$ cat src/rtl/bus_arbiter_2x1.sv
// Round-robin 2:1 bus arbiter with bounded bursts. Drives the shared operand
// mux select and registers the selected word onto bus_out with a valid strobe.
module bus_arbiter_2x1 #(
  parameter int unsigned WIDTH     = 16,
  parameter int unsigned MAX_BURST = 4
) (
  input  logic             clk,
  input  logic             rst_n,
  input  logic             req0,
  input  logic             req1,
  input  logic [WIDTH-1:0] data0,
  input  logic [WIDTH-1:0] data1,
  output logic             gnt0,
  output logic             gnt1,
  output logic             mux_sel,
  output logic [WIDTH-1:0] bus_out,
  output logic             bus_valid,
  output logic             bus_owner
);

  localparam int unsigned CW = (MAX_BURST > 1) ? $clog2(MAX_BURST) : 1;
  localparam logic [CW-1:0] CNT_LAST = CW'(MAX_BURST - 1);

  typedef enum logic [1:0] {IDLE, GRANT0, GRANT1} state_t;

  state_t        state, state_nxt;
  logic [CW-1:0] cnt, cnt_nxt;
  logic          last_owner, last_owner_nxt;
  logic          xfer;

  assign gnt0    = (state == GRANT0);
  assign gnt1    = (state == GRANT1);
  assign mux_sel = (state == GRANT1);

  always_comb begin
    state_nxt      = state;
    cnt_nxt        = cnt;
    last_owner_nxt = last_owner;
    xfer           = 1'b0;
    case (state)
      IDLE: begin
        if (req0 && req1)  state_nxt = last_owner ? GRANT0 : GRANT1;
        else if (req0)     state_nxt = GRANT0;
        else if (req1)     state_nxt = GRANT1;
      end
      GRANT0: begin
        if (!req0) begin
          state_nxt = req1 ? GRANT1 : IDLE;
        end else begin
          xfer = 1'b1;
          if (cnt == CNT_LAST && req1) state_nxt = GRANT1;
        end
      end
      GRANT1: begin
        if (!req1) begin
          state_nxt = req0 ? GRANT0 : IDLE;
        end else begin
          xfer = 1'b1;
          if (cnt == CNT_LAST && req0) state_nxt = GRANT0;
        end
      end
      default: state_nxt = IDLE;
    endcase

    // Counter tracks transfers within one tenure; any state change restarts it.
    if (state_nxt != state) begin
      cnt_nxt = '0;
      if (state_nxt == GRANT0) last_owner_nxt = 1'b0;
      if (state_nxt == GRANT1) last_owner_nxt = 1'b1;
    end else if (xfer) begin
      cnt_nxt = (cnt == CNT_LAST) ? '0 : cnt + CW'(1);
    end
  end

  always_ff @(posedge clk or negedge rst_n) begin
    if (!rst_n) begin
      state      <= IDLE;
      cnt        <= '0;
      last_owner <= 1'b1;
      bus_out    <= '0;
      bus_valid  <= 1'b0;
      bus_owner  <= 1'b0;
    end else begin
      state      <= state_nxt;
      cnt        <= cnt_nxt;
      last_owner <= last_owner_nxt;
      bus_valid  <= xfer;
      if (xfer) begin
        bus_out   <= mux_sel ? data1 : data0;
        bus_owner <= mux_sel;
      end
    end
  end

endmodule
$ cat config.mk
export PLATFORM = sky130hd
export DESIGN_NAME = bus_arbiter_2x1
export DESIGN_NICKNAME = d
export VERILOG_FILES = /design/src/rtl/bus_arbiter_2x1.sv
export SDC_FILE = /design/constraint.sdc
export NUM_CORES = 1
export LEC_CHECK = 0
export CORE_MARGIN = 2
export CORE_UTILIZATION = 42
export CTS_CLUSTER_SIZE = 20
export DETAILED_ROUTE_END_ITERATION = 6
export PLACE_DENSITY_LB_ADDON = 0.2
export REMOVE_ABC_BUFFERS = 1
export SLEW_MARGIN = 20
export SYNTH_ARGS = -nofsm -noshare
export SYNTH_HDL_FRONTEND = slang
export SYNTH_SLANG_ARGS = --single-unit
$ cat constraint.sdc
create_clock -name clk -period 3 [get_ports clk]
set_input_delay 0.6 -clock clk [delete_from_list [all_inputs] [get_ports clk]]
set_output_delay 0.6 -clock clk [all_outputs]
set_load 0.005 [all_outputs]
==> results of run 1 <==
placed cells by master (no fill, tap or decap), types with 2 or more instances in the layout:
master and instances:
clkbuf_4 3, dfrtp_1 22, buf_4 6, nor2_1 2, a211o_1 3, a21oi_1 7
clkdlybuf4s50_1 56, o2111ai_1 2, nand2_1 30, nand3_1 5, ha_1 6, a31oi_1 3
mux2i_1 16, inv_1 7, o21ai_0 19
sequential cells by signal, summed over array words and instances (netlist names):
name and count:
bus_out 16, bus_owner 1, bus_valid 1, cnt 2, last_owner 1, state 2
area by class of cell:
class / count / area share, %
multi-input combinational: 106 / 34.8
clock buffer: 4 / 1.33
inverter: 7 / 1.33
sequential: 23 / 29.2
timing repair buffer: 62 / 30.6
tap: 44 / 2.78
cells by family after synthesis:
logic type,Yosys count
AO/OA/AOI/OAI,40
adder cells (fa/ha/maj),6
buffers and inverters,17
flip-flops,23
multiplexers,18
AND/OR/NAND/NOR,42
layer usage:
layer | share of wire (%) | wire length, microns | vias to the layer above | GRT usage, %
met5 | 0 | 0 | - | 0
met4 | 1.3 | 43 | 0 | 5.59
met3 | 5.9 | 188 | 4 | 5.54
met2 | 55 | 1750 | 36 | 35.6
met1 | 38 | 1230 | 581 | 22.6
li1 | - | - | 621 | -
worst paths after layout:
kind                            start     endpoint  slack [ns]  cells past startpoint
max                          state[0]         gnt1        0.41                      4
min                        bus_out[5]   bus_out[5]        0.49                      2
max reg2reg                  state[1]   last_owner        0.45                     10
min reg2reg                bus_out[5]   bus_out[5]        0.49                      2
max in group asynchronous       rst_n   last_owner        2.09                      2
min in group asynchronous       rst_n  bus_out[13]        0.63                      2
stage by stage:
stage          cells  utilization, %  total power, mW  setup slack (ns)  instance area (sq um)
2_1_floorplan    136               -             1.00            0.0538                   1290
3_3_place_gp     242            63.9             1.45             0.274                   1950
3_5_place_dp     242            63.9             1.46             0.251                   1950
4_1_cts          246            64.8             1.61             0.417                   1980
5_1_grt          246            64.8             1.74             0.293                   1980
6_report         246            64.8             1.59             0.409                   1980
report_power, final:
part | internal [mW] | switching, mW | total, mW
Combinational | 0.498 | 0.438 | 0.936
Sequential | 0.444 | 0.0673 | 0.511
Clock | 0.0518 | 0.0882 | 0.140
worst reg2reg max path: stages (launching register included):
cell and delay, ns:
dfrtp_1 0.40, inv_1 0.14, ha_1 0.38, nand2_1 0.09, nor2_1 0.12, a21oi_1 0.05
a211o_1 0.30, a31o_2 0.24, ha_1 0.28, a31oi_1 0.15, mux2_1 0.34
==> impl_metrics.tcl, run 1 <==
set metrics [dict create \
    result_of_the_run "finished clean" \
    type_of_origin_of_the_critical_path "register" \
    critical_path_capture_point_type "output pin" \
    yosys.cell_types.count 30 \
    synth.top_cells.by_area "dfrtp_1 (41%), mux2i_1 (12%), nand2_1 (8.3%)" \
    htree_num_levels 1 \
    finalCritPeriodShare_pct 86.4 \
    cts_buffers 3 \
    synthesis.area_sq_um 1350 \
    post_synth.cell_area_avg_sq_um 9.24 \
    clk-insertion-delay-late_ns 0.30 \
    crit_buf_inv 3 \
    grt_start_max_net_pins 37 \
    drive_above_1_share_pct 6.44 \
    max_cap_violations 0 \
    cts_tree "done" \
    combinational_family_with_the_most_area_after_synthesis "compound AO/OA/AOI/OAI gates" \
    worst_slew_margin_rel_pct 75.4 \
    fp-row-count 20 \
    via_density_per_instance 5.05 \
    finish.net_count 245 \
    avgRoutedWirePerCell_microns 13.0 \
    synth-compound-area-share_pct 18.4 \
    cp_cell_sequence "inv_1 > ha_1 > buf_4 > clkdlybuf4s50_1" \
    data_required_critical_path_ns 2.40 \
    cts.reportedPaths.clkPinSlew_ns 0.12 \
    cpLargestDelayFamily "buffers and inverters" \
    number_of_warnings_printed_during_yosys_synthesis 0 \
    post_synth_fa_ha_maj_area_fraction_pct 5.57 \
    floorplan.die_area_sq_um 3680 \
    drt_first_pass_iters 4 \
    timing_worst_setup_path_type "register to output pin" \
    power.static_leakage_nw 0.856 \
    globalRouteTotalUtil_pct 19.7 \
    synth.mux.area_fraction_pct 13.5 \
    finalWirelength_microns 3210 \
    drt_iter0_drc 53 \
    cts.hold.buffers_added 0 \
    layout.area.seq_sq_um 577 \
    dp.final_hpwl_microns 2580 \
    cp_slowest_cell "clkdlybuf4s50_1" \
    port_buffers 56 \
    initial_standard_cell_utilization_of_the_core_pct 44.2 \
    hold_ws_ns 0.490 \
    report.final.hold_viol_count 0 \
    irDropWorstVdd_mv 0.412 \
    height_of_the_chip_microns 60.7 \
    rd_place_congestion 0.892 \
    yosysTopAreaCell "dfrtp_1" \
    cts_num_sinks 23 \
    slowest_delay_ns 0.54 \
    period_needed_ns 2.59 \
    setup_tns_ns 0 \
    ys_ff_latch 23 \
    synth-simple-area-share_pct 13.5 \
    worst_ep_arrival_time_ns 1.99 \
    worstMarginPinSlew_ns 0.368 \
    syn_to_final_growth_pct 46.7 \
    netlist_top_cells_count "nand2_1 (30), dfrtp_1 (22), o21ai_0 (19)" \
    ant_nets 0 \
    root_buffer_cell "clkbuf_4" \
    final-setup-viol-count 0 \
    fmax_mhz 386 \
    number_of_enable_flip_flop_cells_after_synthesis 0 \
    num-fill-cells 269 \
    grt_pass1_vias 1250 \
    post_cts_resized 0 \
    post-synth-top-count-cell "nand2_1" \
    grt_pass1_wl_microns 5420 \
    total_area_of_multi_input_combinational_cells_sq_um 688 \
    synth_cells 146 \
    post-route-drc-count 0 \
    num_vias 1242 \
    floorplan.die.width_microns 60.7 \
    synth_xor_xnor_area_share_pct 0 \
    synth-seq-area-share_pct 42.8 \
    min-delay-path-class "register to register" \
    clk_path_buf_depth 2 \
    clock_skew_ns 0.00275 \
    grt-ovfl-total 0 \
    diodes 0 \
    grt_setup_unrepaired "no" \
    io-pin-count 57 \
    commonest_register_cell_after_synthesis "dfrtp_1" \
    cts_setup_buffers 0 \
    postSynth.asyncResetShare_pct 100 \
    floorplan.core_area_sq_um 3050 \
    worst-path-max-fanout 12 \
    final_max_slew_viol_count 0 \
    synth_top_area_share_pct 40.8 \
    antenna_found_initial 0 \
    power_density_nw_per_um2 802 \
]
Power figures use the tool's default switching activity.
==> run 2, diff against run 1 <==
==> constraint.sdc (replaced) <==
create_clock -name clk -period 3 [get_ports clk]
set_input_delay 0.6 -clock clk [delete_from_list [all_inputs] [get_ports clk]]
set_output_delay 0.6 -clock clk [all_outputs]
set_load 0.05 [all_outputs]
==> impl_metrics.tcl, run 2 (synthesis gave the netlist of run 1 again) <==
set metrics [dict create \
    globalRouteTotalUtil_pct 18.7 \
    max_cap_violations 0 \
    post-route-drc-count 0 \
    post_cts_resized 0 \
    finalWirelength_microns 3130 \
    grt_pass1_wl_microns 5210 \
    clk_path_buf_depth 2 \
    critical_path_capture_point_type "output pin" \
    power.static_leakage_nw 0.861 \
    final-setup-viol-count 0 \
    max_reg_flops 16 \
    rd_place_congestion 0.945 \
    ant_nets 0 \
    drt_iter0_drc 66 \
    setup.reg_to_reg.worst_slack_ns 0.36 \
    top_regs "bus_out: 16 flops, cnt: 2 flops, state: 2 flops" \
    grt-ovfl-total 0 \
    worstMarginPinSlew_ns 0.517 \
    final_max_slew_viol_count 0 \
    via_density_per_instance 5.22 \
    drt_first_pass_iters 4 \
    finish.net_count 244 \
    num-fill-cells 265 \
    cts_setup_buffers 0 \
    timing_worst_setup_path_type "register to output pin" \
    port_buffers 56 \
    floorplan.die.width_microns 60.7 \
    grt_pass1_vias 1172 \
    final_critical_path_setup_slack_ns 0.254 \
    drive_above_1_share_pct 6.97 \
    fin_total_pwr_mw 2.04 \
    htree_num_levels 1 \
    globalRouteMet2Util_pct 32.0 \
    max_flop_register "bus_out" \
    type_of_origin_of_the_critical_path "register" \
    period_needed_ns 2.75 \
    worst_slew_margin_rel_pct 65.4 \
    grt_setup_unrepaired "no" \
    diodes 0 \
    worst_ep_arrival_time_ns 2.15 \
    final_common_cell "clkdlybuf4s50_1" \
    clk-insertion-delay-late_ns 0.31 \
    grt-busiest-layer "met2" \
    data_required_critical_path_ns 2.40 \
    avgRoutedWirePerCell_microns 12.8 \
    floorplan.core_area_sq_um 3050 \
    clock_skew_ns 0.00725 \
    floorplan.die_area_sq_um 3680 \
    io-pin-count 57 \
    irDropWorstVdd_mv 0.535 \
    grt_util_met3_pct 4.69 \
    finalCritPeriodShare_pct 91.5 \
    cts.hold.buffers_added 0 \
    grt_start_max_net_pins 37 \
    result_of_the_run "finished clean" \
    height_of_the_chip_microns 60.7 \
    reg2regPathDepth 9 \
    worst-path-max-fanout 10 \
    num_vias 1280 \
    cts_tree "done" \
    initial_standard_cell_utilization_of_the_core_pct 44.2 \
    root_buffer_cell "clkbuf_4" \
    report.final.hold_viol_count 0 \
    antenna_found_initial 0 \
    fmax_mhz 364 \
    power_density_nw_per_um2 1020 \
    use_met1_pct 23.9 \
    syn_to_final_growth_pct 47.6 \
    min-delay-path-class "register to register" \
    hold_path_depth 2 \
    cts.reportedPaths.clkPinSlew_ns 0.11 \
    cts_num_sinks 23 \
    dp.final_hpwl_microns 2510 \
    dpl_worst_slack_ns 0.203 \
    cts_buffers 3 \
    most-common-layout-cells "clkdlybuf4s50_1 (54), nand2_1 (30), dfrtp_1 (22)" \
    fp-row-count 20 \
]
## run 2: cell count changes in the layout (fill, tap and decap cells not counted), sizes merged
| cell | before | now |
|---|---|---|
| clkdlybuf4s50 | 56 | 54 |
| buf | 6 | 7 |
## run 2: path summary, 6_finish.rpt
kind / startpoint / endpoint
min in group asynchronous: rst_n / bus_out[13]
min: bus_out[10] / bus_out[10]
max in group asynchronous: rst_n / last_owner
max: state[0] / gnt0
min reg2reg: bus_out[10] / bus_out[10]
max reg2reg: state[0] / last_owner
## run 2: per-layer routing
layer | vias up | part of all wire, %
li1 | 623 | -
met1 | 601 | 38
met2 | 52 | 55
met3 | 4 | 6.3
met4 | 0 | 0.77
met5 | - | 0
## run 2: where the power goes
group          internal, mW  switching (mW)
logic                 0.518           0.856
registers             0.444          0.0816
clock network        0.0519          0.0855
total                  1.01            1.02
## run 2: cell type report
| cell class | count | area, sq um | share of cell area (%) |
|---|---|---|---|
| Multi-Input combinational cell | 106 | 688 | 34.6 |
| Tap cell | 44 | 55.1 | 2.77 |
| Inverter | 7 | 26.3 | 1.32 |
| Clock buffer | 4 | 26.3 | 1.32 |
| Sequential cell | 23 | 577 | 29.0 |
| Timing Repair Buffer | 61 | 618 | 31.0 |
## run 2: stage by stage
step / hold slack [ns] / utilization (%) / setup TNS [ns] / std cells / area (sq um)
after floorplan: 0.304 / - / -4.42 / 136 / 1290
after global placement: 0.461 / 64.3 / 0 / 241 / 1960
after detailed placement: 0.470 / 64.3 / 0 / 241 / 1960
after CTS: 0.497 / 65.2 / 0 / 245 / 1990
after global routing: 0.525 / 65.2 / 0 / 245 / 1990
final: 0.488 / 65.2 / 0 / 245 / 1990
## run 2: worst max-delay path, cell delays in order, from the launching register on
cell             delay [ns]
dfrtp_1                0.57
ha_1                   0.41
clkdlybuf4s50_1        0.87
